### src/rtl/uart_cfg.sv
// Full-duplex UART with baud-tick generator, 16x oversampling, run-time parity/stop
// selection, and show-ahead TX/RX FIFOs carrying per-word parity/framing flags.

module uart_cfg_fifo #(
  parameter int W  = 8,
  parameter int AW = 2
) (
  input  logic         clk,
  input  logic         reset,
  input  logic         wr,
  input  logic [W-1:0] wdata,
  input  logic         rd,
  output logic [W-1:0] rdata,
  output logic         full,
  output logic         empty
);
  localparam int DEPTH = 1 << AW;
  localparam logic [AW:0] PTR_ONE = {{AW{1'b0}}, 1'b1};

  logic [W-1:0] mem_r [DEPTH];
  logic [AW:0]  wptr_r;
  logic [AW:0]  rptr_r;
  logic         wr_en_s;
  logic         rd_en_s;

  // Occupancy flags and accept rules; a read frees a slot for a same-cycle write.
  always_comb begin
    empty   = (wptr_r == rptr_r);
    full    = (wptr_r[AW] != rptr_r[AW]) && (wptr_r[AW-1:0] == rptr_r[AW-1:0]);
    rd_en_s = rd && !empty;
    wr_en_s = wr && (!full || rd_en_s);
    rdata   = empty ? {W{1'b0}} : mem_r[rptr_r[AW-1:0]];
  end

  // Pointer registers.
  always_ff @(posedge clk) begin
    if (reset) begin
      wptr_r <= {(AW+1){1'b0}};
      rptr_r <= {(AW+1){1'b0}};
    end else begin
      if (wr_en_s) wptr_r <= wptr_r + PTR_ONE;
      if (rd_en_s) rptr_r <= rptr_r + PTR_ONE;
    end
  end

  // Storage array.
  always_ff @(posedge clk) begin
    if (wr_en_s) mem_r[wptr_r[AW-1:0]] <= wdata;
  end
endmodule

module uart_cfg #(
  parameter int DBIT   = 8,
  parameter int FIFO_W = 2
) (
  input  logic            clk,
  input  logic            reset,
  input  logic [10:0]     dvsr,
  input  logic [1:0]      cfg_par,
  input  logic            cfg_stop2,
  input  logic            wr_uart,
  input  logic [DBIT-1:0] w_data,
  input  logic            rd_uart,
  input  logic            clr_err,
  input  logic            rx,
  output logic            tx,
  output logic            tx_full,
  output logic            tx_busy,
  output logic            rx_empty,
  output logic [DBIT-1:0] r_data,
  output logic            r_perr,
  output logic            r_ferr,
  output logic            overrun
);
  localparam int NW = (DBIT > 1) ? $clog2(DBIT) : 1;
  localparam logic [NW-1:0] LAST_BIT = NW'(DBIT - 1);

  typedef enum logic [2:0] {IDLE = 3'd0, START = 3'd1, DATA = 3'd2, PARITY = 3'd3, STOP = 3'd4} state_t;

  function automatic logic par_bit(input logic [DBIT-1:0] d, input logic odd);
    return (^d) ^ odd;
  endfunction

  // ---------------- tick generator and rx synchronizer ----------------
  logic [10:0] tick_cnt_r;
  logic        tick_s;
  logic        rx_meta_r;
  logic        rs_r;

  assign tick_s = (tick_cnt_r >= dvsr);

  // Oversample tick counter; compares against live dvsr so changes apply at once.
  always_ff @(posedge clk) begin
    if (reset) begin
      tick_cnt_r <= 11'd0;
      rx_meta_r  <= 1'b1;
      rs_r       <= 1'b1;
    end else begin
      tick_cnt_r <= tick_s ? 11'd0 : tick_cnt_r + 11'd1;
      rx_meta_r  <= rx;
      rs_r       <= rx_meta_r;
    end
  end

  // ---------------- transmitter ----------------
  state_t          tx_state_r, tx_state_n;
  logic [4:0]      tx_s_r, tx_s_n;
  logic [NW-1:0]   tx_n_r, tx_n_n;
  logic [DBIT-1:0] tx_b_r, tx_b_n;
  logic            tx_pbit_r, tx_pbit_n;
  logic            tx_pen_r, tx_pen_n;
  logic            tx_stop2_r, tx_stop2_n;
  logic            tx_r, tx_bit_s;
  logic            tf_rd_s, tf_empty;
  logic [DBIT-1:0] tf_dout;

  uart_cfg_fifo #(.W(DBIT), .AW(FIFO_W)) u_tx_fifo (
    .clk(clk), .reset(reset), .wr(wr_uart), .wdata(w_data), .rd(tf_rd_s),
    .rdata(tf_dout), .full(tx_full), .empty(tf_empty)
  );

  // TX next-state; frame settings are captured when the word is popped.
  always_comb begin
    tx_state_n = tx_state_r;
    tx_s_n     = tx_s_r;
    tx_n_n     = tx_n_r;
    tx_b_n     = tx_b_r;
    tx_pbit_n  = tx_pbit_r;
    tx_pen_n   = tx_pen_r;
    tx_stop2_n = tx_stop2_r;
    tf_rd_s    = 1'b0;
    case (tx_state_r)
      IDLE: begin
        if (!tf_empty) begin
          tf_rd_s    = 1'b1;
          tx_b_n     = tf_dout;
          tx_pen_n   = cfg_par[0] ^ cfg_par[1];
          tx_pbit_n  = par_bit(tf_dout, cfg_par[1]);
          tx_stop2_n = cfg_stop2;
          tx_s_n     = 5'd0;
          tx_state_n = START;
        end else begin
          tx_state_n = IDLE;
        end
      end
      START: begin
        if (tick_s) begin
          if (tx_s_r == 5'd15) begin
            tx_s_n     = 5'd0;
            tx_n_n     = {NW{1'b0}};
            tx_state_n = DATA;
          end else begin
            tx_s_n = tx_s_r + 5'd1;
          end
        end else begin
          tx_s_n = tx_s_r;
        end
      end
      DATA: begin
        if (tick_s) begin
          if (tx_s_r == 5'd15) begin
            tx_s_n = 5'd0;
            tx_b_n = {1'b0, tx_b_r[DBIT-1:1]};
            if (tx_n_r == LAST_BIT) begin
              tx_state_n = tx_pen_r ? PARITY : STOP;
            end else begin
              tx_n_n = tx_n_r + {{(NW-1){1'b0}}, 1'b1};
            end
          end else begin
            tx_s_n = tx_s_r + 5'd1;
          end
        end else begin
          tx_s_n = tx_s_r;
        end
      end
      PARITY: begin
        if (tick_s) begin
          if (tx_s_r == 5'd15) begin
            tx_s_n     = 5'd0;
            tx_state_n = STOP;
          end else begin
            tx_s_n = tx_s_r + 5'd1;
          end
        end else begin
          tx_s_n = tx_s_r;
        end
      end
      STOP: begin
        if (tick_s) begin
          if (tx_s_r == (tx_stop2_r ? 5'd31 : 5'd15)) begin
            tx_state_n = IDLE;
          end else begin
            tx_s_n = tx_s_r + 5'd1;
          end
        end else begin
          tx_s_n = tx_s_r;
        end
      end
      default: tx_state_n = IDLE;
    endcase
  end

  // Line level for the upcoming state, so tx is registered alongside the state.
  always_comb begin
    tx_bit_s = 1'b1;
    case (tx_state_n)
      START:   tx_bit_s = 1'b0;
      DATA:    tx_bit_s = tx_b_n[0];
      PARITY:  tx_bit_s = tx_pbit_n;
      default: tx_bit_s = 1'b1;
    endcase
  end

  // Transmitter state registers.
  always_ff @(posedge clk) begin
    if (reset) begin
      tx_state_r <= IDLE;
      tx_s_r     <= 5'd0;
      tx_n_r     <= {NW{1'b0}};
      tx_b_r     <= {DBIT{1'b0}};
      tx_pbit_r  <= 1'b0;
      tx_pen_r   <= 1'b0;
      tx_stop2_r <= 1'b0;
      tx_r       <= 1'b1;
    end else begin
      tx_state_r <= tx_state_n;
      tx_s_r     <= tx_s_n;
      tx_n_r     <= tx_n_n;
      tx_b_r     <= tx_b_n;
      tx_pbit_r  <= tx_pbit_n;
      tx_pen_r   <= tx_pen_n;
      tx_stop2_r <= tx_stop2_n;
      tx_r       <= tx_bit_s;
    end
  end

  assign tx      = tx_r;
  assign tx_busy = (tx_state_r != IDLE) || !tf_empty;

  // ---------------- receiver ----------------
  state_t          rx_state_r, rx_state_n;
  logic [3:0]      rx_s_r, rx_s_n;
  logic [NW-1:0]   rx_n_r, rx_n_n;
  logic [DBIT-1:0] rx_b_r, rx_b_n;
  logic            rx_perr_r, rx_perr_n;
  logic            rx_pen_r, rx_pen_n;
  logic            rx_odd_r, rx_odd_n;
  logic            rx_push_s;
  logic            rf_full;
  logic [DBIT+1:0] rf_din, rf_dout;
  logic            ovr_evt_s;
  logic            overrun_r;

  // RX next-state; the word is pushed on the first stop-bit sample.
  always_comb begin
    rx_state_n = rx_state_r;
    rx_s_n     = rx_s_r;
    rx_n_n     = rx_n_r;
    rx_b_n     = rx_b_r;
    rx_perr_n  = rx_perr_r;
    rx_pen_n   = rx_pen_r;
    rx_odd_n   = rx_odd_r;
    rx_push_s  = 1'b0;
    rf_din     = {~rs_r, rx_perr_r, rx_b_r};
    case (rx_state_r)
      IDLE: begin
        if (!rs_r) begin
          rx_s_n     = 4'd0;
          rx_pen_n   = cfg_par[0] ^ cfg_par[1];
          rx_odd_n   = cfg_par[1];
          rx_perr_n  = 1'b0;
          rx_state_n = START;
        end else begin
          rx_state_n = IDLE;
        end
      end
      START: begin
        if (tick_s) begin
          if (rx_s_r == 4'd7) begin
            rx_s_n     = 4'd0;
            rx_n_n     = {NW{1'b0}};
            rx_state_n = rs_r ? IDLE : DATA;
          end else begin
            rx_s_n = rx_s_r + 4'd1;
          end
        end else begin
          rx_s_n = rx_s_r;
        end
      end
      DATA: begin
        if (tick_s) begin
          if (rx_s_r == 4'd15) begin
            rx_s_n = 4'd0;
            rx_b_n = {rs_r, rx_b_r[DBIT-1:1]};
            if (rx_n_r == LAST_BIT) begin
              rx_state_n = rx_pen_r ? PARITY : STOP;
            end else begin
              rx_n_n = rx_n_r + {{(NW-1){1'b0}}, 1'b1};
            end
          end else begin
            rx_s_n = rx_s_r + 4'd1;
          end
        end else begin
          rx_s_n = rx_s_r;
        end
      end
      PARITY: begin
        if (tick_s) begin
          if (rx_s_r == 4'd15) begin
            rx_s_n     = 4'd0;
            rx_perr_n  = rs_r ^ par_bit(rx_b_r, rx_odd_r);
            rx_state_n = STOP;
          end else begin
            rx_s_n = rx_s_r + 4'd1;
          end
        end else begin
          rx_s_n = rx_s_r;
        end
      end
      STOP: begin
        if (tick_s) begin
          if (rx_s_r == 4'd15) begin
            rx_push_s  = 1'b1;
            rx_state_n = IDLE;
          end else begin
            rx_s_n = rx_s_r + 4'd1;
          end
        end else begin
          rx_s_n = rx_s_r;
        end
      end
      default: rx_state_n = IDLE;
    endcase
  end

  // Receiver state registers.
  always_ff @(posedge clk) begin
    if (reset) begin
      rx_state_r <= IDLE;
      rx_s_r     <= 4'd0;
      rx_n_r     <= {NW{1'b0}};
      rx_b_r     <= {DBIT{1'b0}};
      rx_perr_r  <= 1'b0;
      rx_pen_r   <= 1'b0;
      rx_odd_r   <= 1'b0;
    end else begin
      rx_state_r <= rx_state_n;
      rx_s_r     <= rx_s_n;
      rx_n_r     <= rx_n_n;
      rx_b_r     <= rx_b_n;
      rx_perr_r  <= rx_perr_n;
      rx_pen_r   <= rx_pen_n;
      rx_odd_r   <= rx_odd_n;
    end
  end

  uart_cfg_fifo #(.W(DBIT + 2), .AW(FIFO_W)) u_rx_fifo (
    .clk(clk), .reset(reset), .wr(rx_push_s), .wdata(rf_din), .rd(rd_uart),
    .rdata(rf_dout), .full(rf_full), .empty(rx_empty)
  );

  assign r_ferr = rf_dout[DBIT+1];
  assign r_perr = rf_dout[DBIT];
  assign r_data = rf_dout[DBIT-1:0];

  // A same-cycle read makes room, so only an unserved push to a full FIFO is lost.
  assign ovr_evt_s = rx_push_s && rf_full && !rd_uart;

  // Sticky overrun; a new event wins over a simultaneous clear.
  always_ff @(posedge clk) begin
    if (reset) begin
      overrun_r <= 1'b0;
    end else if (ovr_evt_s) begin
      overrun_r <= 1'b1;
    end else if (clr_err) begin
      overrun_r <= 1'b0;
    end else begin
      overrun_r <= overrun_r;
    end
  end

  assign overrun = overrun_r;
endmodule

### config.mk
export PLATFORM = sky130hd
export DESIGN_NAME = uart_cfg
export DESIGN_NICKNAME = d
export VERILOG_FILES = /design/src/rtl/uart_cfg.sv
export SDC_FILE = /design/constraint.sdc
export NUM_CORES = 1
export LEC_CHECK = 0
export CAP_MARGIN = 20
export CORE_MARGIN = 1
export CORE_UTILIZATION = 55
export CTS_BUF_LIST = sky130_fd_sc_hd__clkbuf_8
export CTS_CLUSTER_DIAMETER = 100
export DETAILED_ROUTE_END_ITERATION = 8
export GPL_TIMING_DRIVEN = 1
export PLACE_DENSITY = 0.8
export SYNTH_ARGS = -nofsm -noshare
export SYNTH_HDL_FRONTEND = slang
export SYNTH_SLANG_ARGS = --single-unit
### constraint.sdc
create_clock -name clk -period 3.2 [get_ports clk]
set_input_delay 0.64 -clock clk [delete_from_list [all_inputs] [get_ports clk]]
set_output_delay 0.64 -clock clk [all_outputs]
set_load 0.01 [all_outputs]
==> results of run 1 <==
Yosys cell counts (all sizes together) (5+ instances only):
cell type / n
or3: 8
nand3: 22
mux4: 18
nand2b: 9
a211oi: 5
edfxtp: 72
o21ai: 14
xnor2: 27
ha: 30
and2: 10
mux2i: 6
nor2: 56
and3: 7
nand2: 39
dfxtp: 74
a21oi: 42
nor3: 10
nor2b: 12
a22oi: 8
inv: 25
a21o: 6
xor2: 15
clkbuf: 23
state kept, by name (all words and copies together) (netlist names), 4 cells and up, named ones only:
name	flops
tick_cnt_r	11
rx_b_r	8
u_rx_fifo.mem_r	40
rx_s_r	4
u_tx_fifo.mem_r	32
tx_s_r	5
tx_b_r	8
worst max-delay path: cells and delay by family:
family	cells	cell delay (ns)
AO/OA/AOI/OAI	5	1.06
adder cells (fa/ha/maj)	1	0.30
buffers and inverters	3	0.71
multiplexers	1	0.27
AND/OR/NAND/NOR	2	0.32
routing by layer:
layer  part of all wire  vias up
met3              0.034       18
met4              0.016        0
met1               0.42     2147
li1                   -     2210
met5                  0        -
met2               0.53       95
through the flow:
step,instances,hold slack [ns],TNS [ns],util,setup slack [ns]
after floorplan,584,0.389,0,-,0.294
after global placement,766,0.399,-0.150,0.634,-0.0612
after detailed placement,766,0.405,-0.852,0.634,-0.144
after CTS,796,0.422,0,0.670,0.330
after global routing,796,0.437,0,0.670,0.134
final,796,0.426,0,0.670,0.278
layout make-up:
| type | instances | area (um2) | share of cell area |
|---|---|---|---|
| Clock buffer | 17 | 234 | 0.0301 |
| Clock inverter | 13 | 186 | 0.0239 |
| Sequential cell | 146 | 3640 | 0.468 |
| Inverter | 25 | 93.8 | 0.0121 |
| Tap cell | 143 | 179 | 0.0230 |
| Timing Repair Buffer | 66 | 646 | 0.0829 |
| Multi-Input combinational cell | 386 | 2800 | 0.360 |
worst paths after layout:
path	slack, ns	cells past startpoint	end	from
min	0.43	1	rs_r	rx_meta_r
min reg2reg	0.43	1	rs_r	rx_meta_r
max	0.28	12	rx_s_r[0]	dvsr[4]
max reg2reg	0.54	11	rx_s_r[0]	tick_cnt_r[0]
power groups by stage:
| stage | Combinational, mW | Clock, mW | Sequential [mW] |
|---|---|---|---|
| 3_3_place_gp | 0.935 | 0 | 2.24 |
| 3_5_place_dp | 0.962 | 0 | 2.25 |
| 2_1_floorplan | 0.787 | 0 | 2.17 |
| 5_1_grt | 1.07 | 1.63 | 2.22 |
| 4_1_cts | 0.969 | 1.55 | 2.20 |
| 6_report | 0.974 | 1.52 | 2.20 |
cell families (layout without fill, tap and decap cells):
kind of cell             Yosys count  count (layout)  share of synthesized area
AND/OR/NAND/NOR                  193             193                      0.147
flip-flops                       146             146                      0.548
AO/OA/AOI/OAI                     95              95                     0.0882
buffers and inverters             52             121                     0.0307
XOR/XNOR                          42              42                     0.0553
adder cells (fa/ha/maj)           30              30                     0.0564
multiplexers                      26              26                     0.0745
==> impl_metrics.csv, run 1 <==
group,metric,value,unit
outcome,outcome,"complete, but fails checks",
outcome,violations,"design-rule violations",
yosys,synthCells,584,
final_layout,final_cell_area,7780,um2
power,vdd_ir_drop_max,459,uV
critical_path,cp.arrival,3.30,ns
die,die_x,112,um
final_layout,fin_nets,700,
clocking,worstSkewPairLatency,0.45,ns
die,initial_core_util,0.573,
critical_path,cp_cell_sequence,"clkdlybuf4s50_1 -> inv_1 -> ha_1 -> a21o_1 -> a21o_1 -> a21oi_1 -> o221ai_1 -> buf_4 -> o21a_1 -> or2_1 -> mux2_2 -> nor2_1",
clocking,clock_path_buffers,2,
drt,routed_wirelength,12500,um
timing,drv_slew,0,
power,clkPwrFrac,0.324,
clocking,cts_sinks,146,
die,die_area,12500,um2
critical_path,critPathLaunchType,"input pin",
drt,drt-initial-drc-count,320,
critical_path,crit_type,"input pin to register",
hold_path,hp-class,"register to register",
drt,first_pass_iters,8,
placement,place_congestion,0.816,
drt,drcViolationCount,2,
drt,drtAntennaViolNets,0,
die,io_pins,43,
final_layout,nFillCells,860,
grt,grt_pass1_vias,4575,
timing,finClkSkew,0.00893,ns
power,power.density,604,nW/um2
placement,portBuffers,42,
clocking,cts_hold_buf,0,
final_layout,insertedDiodeCount,0,
clocking,cts_resized,0,
power,combPwrFrac,0.207,
grt,grt_overflow,0,
grt,grt_max_degree,37,
critical_path,critPathMaxFanout,4,
clocking,cts_setup_buffers,0,
clocking,h-tree-depth,4,
final_layout,final_cell_mix,"dfxtp_1, edfxtp_1, nor2_1, a21oi_1, clkdlybuf4s50_1",
power,p_int,3.41,mW
placement,dpl_cell_area,7360,um2
grt,grt_pass1_wl,21000,um
grt,grt_use_total,0.215,
yosys,yosysTopAreaCellShare,0.325,
timing,worst_slew_pin_slew,0.585,ns
grt,gr-usage-met2,0.376,
timing,fmax,342,MHz
power,power_frac_seq,0.468,
die,coreArea,11600,um2
power,p_leak,2.89,nW
clocking,cts_tree,"done",
drt,num_vias,4470,
critical_path,path_common_cell,"a21o_1",
power,p_sw,1.29,mW
timing,rsz0062_at_grt,"false",
yosys,synth.area.top_cells,"edfxtp_1, dfxtp_1, mux4_2",
yosys,synth_nets,642,
yosys,ys_ff_latch,146,
grt,met3_usage,0.0561,
grt,busiest_layer,"met2",
yosys,syn_area,6650,um2
timing,period_share,0.913,
yosys,async_flop_share,0,
clocking,cts_buffers,17,
die,die_y,112,um
yosys,ys_warn_count,0,
timing,maxSlewHeadroom,0.607,
drt,via_per_inst,5.62,
power,swShare,0.274,
critical_path,end_kind,"register",
critical_path,worst_path_largest_cell_delay,0.46,ns
timing,finalSetupViolations,0,
yosys,yosys_most_used_dff,"dfxtp_1",
flow_run,cap_violations,0,
critical_path,cpMaxStageDelayCell,"clkdlybuf4s50_1",
timing,hold_violations,0,
final_layout,final_common_cell,"dfxtp_1",
grt,met1_usage,0.248,
yosys,synth_top_cell_by_area,"edfxtp_1",
power,total_power,4.70,mW
grt,antenna_found_initial,0,
final_layout,area_delta_synth_final,17.1,%
final_layout,drive_above_1_share,0.124,
die,rows,39,
placement,hpwl,8690,um
drt,wl_per_cell,15.7,um
clocking,root_buffer,"clkbuf_8",
timing,min_period,2.92,ns
yosys,ys_types,55,
clocking,clkTransAtPathRegs,0.07,ns
yosys,yosysSeqAreaShare,0.548,
critical_path,crit_required,3.58,ns
yosys,synth_area_per_cell,11.4,um2
yosys,synth_enable_flop_cells,72,
No activity file was read; power rests on OpenSTA's default activity.
==> run 2: changes to the inputs <==
Settings changed: HOLD_SLACK_MARGIN set to 0.02.
==> results of run 2 <==
The final DEF is identical to that of run 1; final timing and power are the same.
==> run 3: changes to the inputs <==
Settings changed: ABC_CLOCK_PERIOD_IN_PS set to 3200, PLACE_DENSITY 0.8 to 0.78.
==> run 3 against run 2 <==
Compared with the run above:
- the flow still finishes with violations (design-rule violations)
- sequential cell count unchanged
- worst setup slack worse by 0.0073 ns
- count of clock-buffer cells in the layout unchanged
- wire length down 5.8%
- largest cell class unchanged
- via count down 1.5%
==> impl_metrics.csv, run 3 (synthesis results as in run 1) <==
group,metric,value,unit
outcome,outcome,"complete, but fails checks",
outcome,violations,"design-rule violations",
drt,drcViolationCount,2,
critical_path,critPathLaunchType,"input pin",
critical_path,worst_path_largest_cell_delay,0.49,ns
power,p_leak,2.89,nW
clocking,cts_buffers,17,
grt,grt_use_total,0.202,
final_layout,insertedDiodeCount,0,
placement,hpwl,8480,um
drt,drt-initial-drc-count,228,
final_layout,largest_register_ffs,40,
critical_path,cpMaxStageDelayCell,"or4_1",
timing,rsz0062_at_grt,"false",
final_layout,drive_above_1_share,0.124,
critical_path,critPathMaxFanout,9,
clocking,cts_resized,0,
power,clkPwrFrac,0.313,
grt,grt_max_degree,34,
power,power.density,592,nW/um2
grt,antenna_found_initial,0,
flow_run,cap_violations,0,
critical_path,crit_required,3.56,ns
power,p_sw,1.28,mW
final_layout,final_cell_mix,"dfxtp_1, edfxtp_1, nor2_1, a21oi_1, clkdlybuf4s50_1",
clocking,root_buffer,"clkbuf_8",
power,p_int,3.33,mW
drt,wl_per_cell,14.8,um
drt,routed_wirelength,11800,um
die,die_area,12500,um2
critical_path,end_kind,"register",
critical_path,cp_cell_sequence,"clkdlybuf4s50_1 -> inv_1 -> ha_1 -> nand4_1 -> or2_1 -> o221ai_1 -> o21a_1 -> nor2_1 -> buf_4 -> or4_1 -> a21oi_1",
critical_path,cp_top_family,"simple AND/OR/NAND/NOR gates",
power,swShare,0.277,
die,io_pins,43,
drt,via_per_inst,5.52,
final_layout,area_delta_synth_final,16.8,%
clocking,cts_tree,"done",
clocking,cts_hold_buf,0,
clocking,cts_sinks,146,
placement,portBuffers,42,
critical_path,cp.arrival,3.29,ns
die,initial_core_util,0.573,
timing,hold_violations,0,
timing,finClkSkew,0.0104,ns
clocking,clock_path_buffers,2,
drt,num_vias,4404,
clocking,worstSkewPairLatency,0.45,ns
final_layout,final_common_cell,"dfxtp_1",
power,combPwrFrac,0.209,
timing,period_share,0.915,
die,die_y,112,um
timing,maxSlewHeadroom,0.592,
die,die_x,112,um
power,power_frac_seq,0.478,
timing,worst_slew_pin_slew,0.611,ns
clocking,clkTransAtPathRegs,0.07,ns
grt,grt_overflow,0,
hold_path,hp-class,"register to register",
timing,finalSetupViolations,0,
drt,drtAntennaViolNets,0,
clocking,h-tree-depth,4,
placement,dpl_cell_area,7360,um2
die,rows,39,
timing,min_period,2.93,ns
critical_path,path_buf_inv,3,
power,total_power,4.60,mW
critical_path,crit_type,"input pin to register",
timing,fmax,341,MHz
drt,first_pass_iters,7,
clocking,cts_setup_buffers,0,
timing,drv_slew,0,
power,vdd_ir_drop_max,460,uV
final_layout,fin_nets,700,
grt,grt_pass1_wl,19700,um
placement,place_congestion,0.859,
final_layout,final_cell_area,7770,um2
die,coreArea,11600,um2
grt,grt_pass1_vias,4338,
==> run 3: cell count changes in the layout (fill, tap and decap cells not counted) <==
cell,change
bufinv_16,-1
inv_1,+1
clkinvlp_4,-1
clkinv_1,+1
inv_6,-2
clkinv_2,+1
clkinv_4,+3
==> run 3: path summary, 6_finish.rpt <==
| check | start | endpoint | slack (ns) | depth (start not counted) |
|---|---|---|---|---|
| max reg2reg | tick_cnt_r[0] | tx_s_r[3] | 0.50 | 11 |
| min | rx_meta_r | rs_r | 0.41 | 1 |
| min reg2reg | rx_meta_r | rs_r | 0.41 | 1 |
| max | dvsr[10] | tx_s_r[3] | 0.27 | 11 |
==> run 3: per-layer routing <==
| layer | GRT usage | vias to the layer above | part of all wire |
|---|---|---|---|
| li1 | - | 2218 | - |
| met1 | 0.237 | 2089 | 0.44 |
| met2 | 0.350 | 80 | 0.51 |
| met3 | 0.0479 | 17 | 0.036 |
| met4 | 0.0916 | 0 | 0.018 |
| met5 | 0 | - | 0 |
==> run 3: area by class of cell <==
| class | count | area, um2 |
|---|---|---|
| clock buffers | 17 | 234 |
| clock inverters | 15 | 170 |
| fillers | 866 | 3840 |
| inverters | 25 | 93.8 |
| multi-input cells | 386 | 2800 |
| flip-flops and latches | 146 | 3640 |
| well taps | 143 | 179 |
| repair buffers | 66 | 646 |
==> run 3: worst register-to-register path: cells and delay by family (launching register included) <==
kind	cells	cell delay, ns
buf+inv	2	0.24
simple gates	3	0.63
compound gates	5	1.03
flops	1	0.45
fa+ha+maj	1	0.26
==> run 3: power by group through the flow <==
stage,Clock [mW],Combinational [mW],Sequential (mW)
after global routing,1.54,1.05,2.22
after detailed placement,0,0.949,2.25
final,1.44,0.961,2.20
after global placement,0,0.916,2.24
after floorplan,0,0.787,2.17
after CTS,1.47,0.966,2.20
==> run 3: through the flow <==
step                      hold slack, ns  cells  setup WS, ns  TNS (ns)  utilization
after detailed placement           0.395    766        -0.179     -2.10        0.634
after global placement             0.395    766       -0.0234   -0.0462        0.634
after CTS                          0.412    798         0.301         0        0.669
after global routing               0.425    798        0.0949         0        0.669
final                              0.412    798         0.271         0        0.669
after floorplan                    0.389    584         0.294         0            -
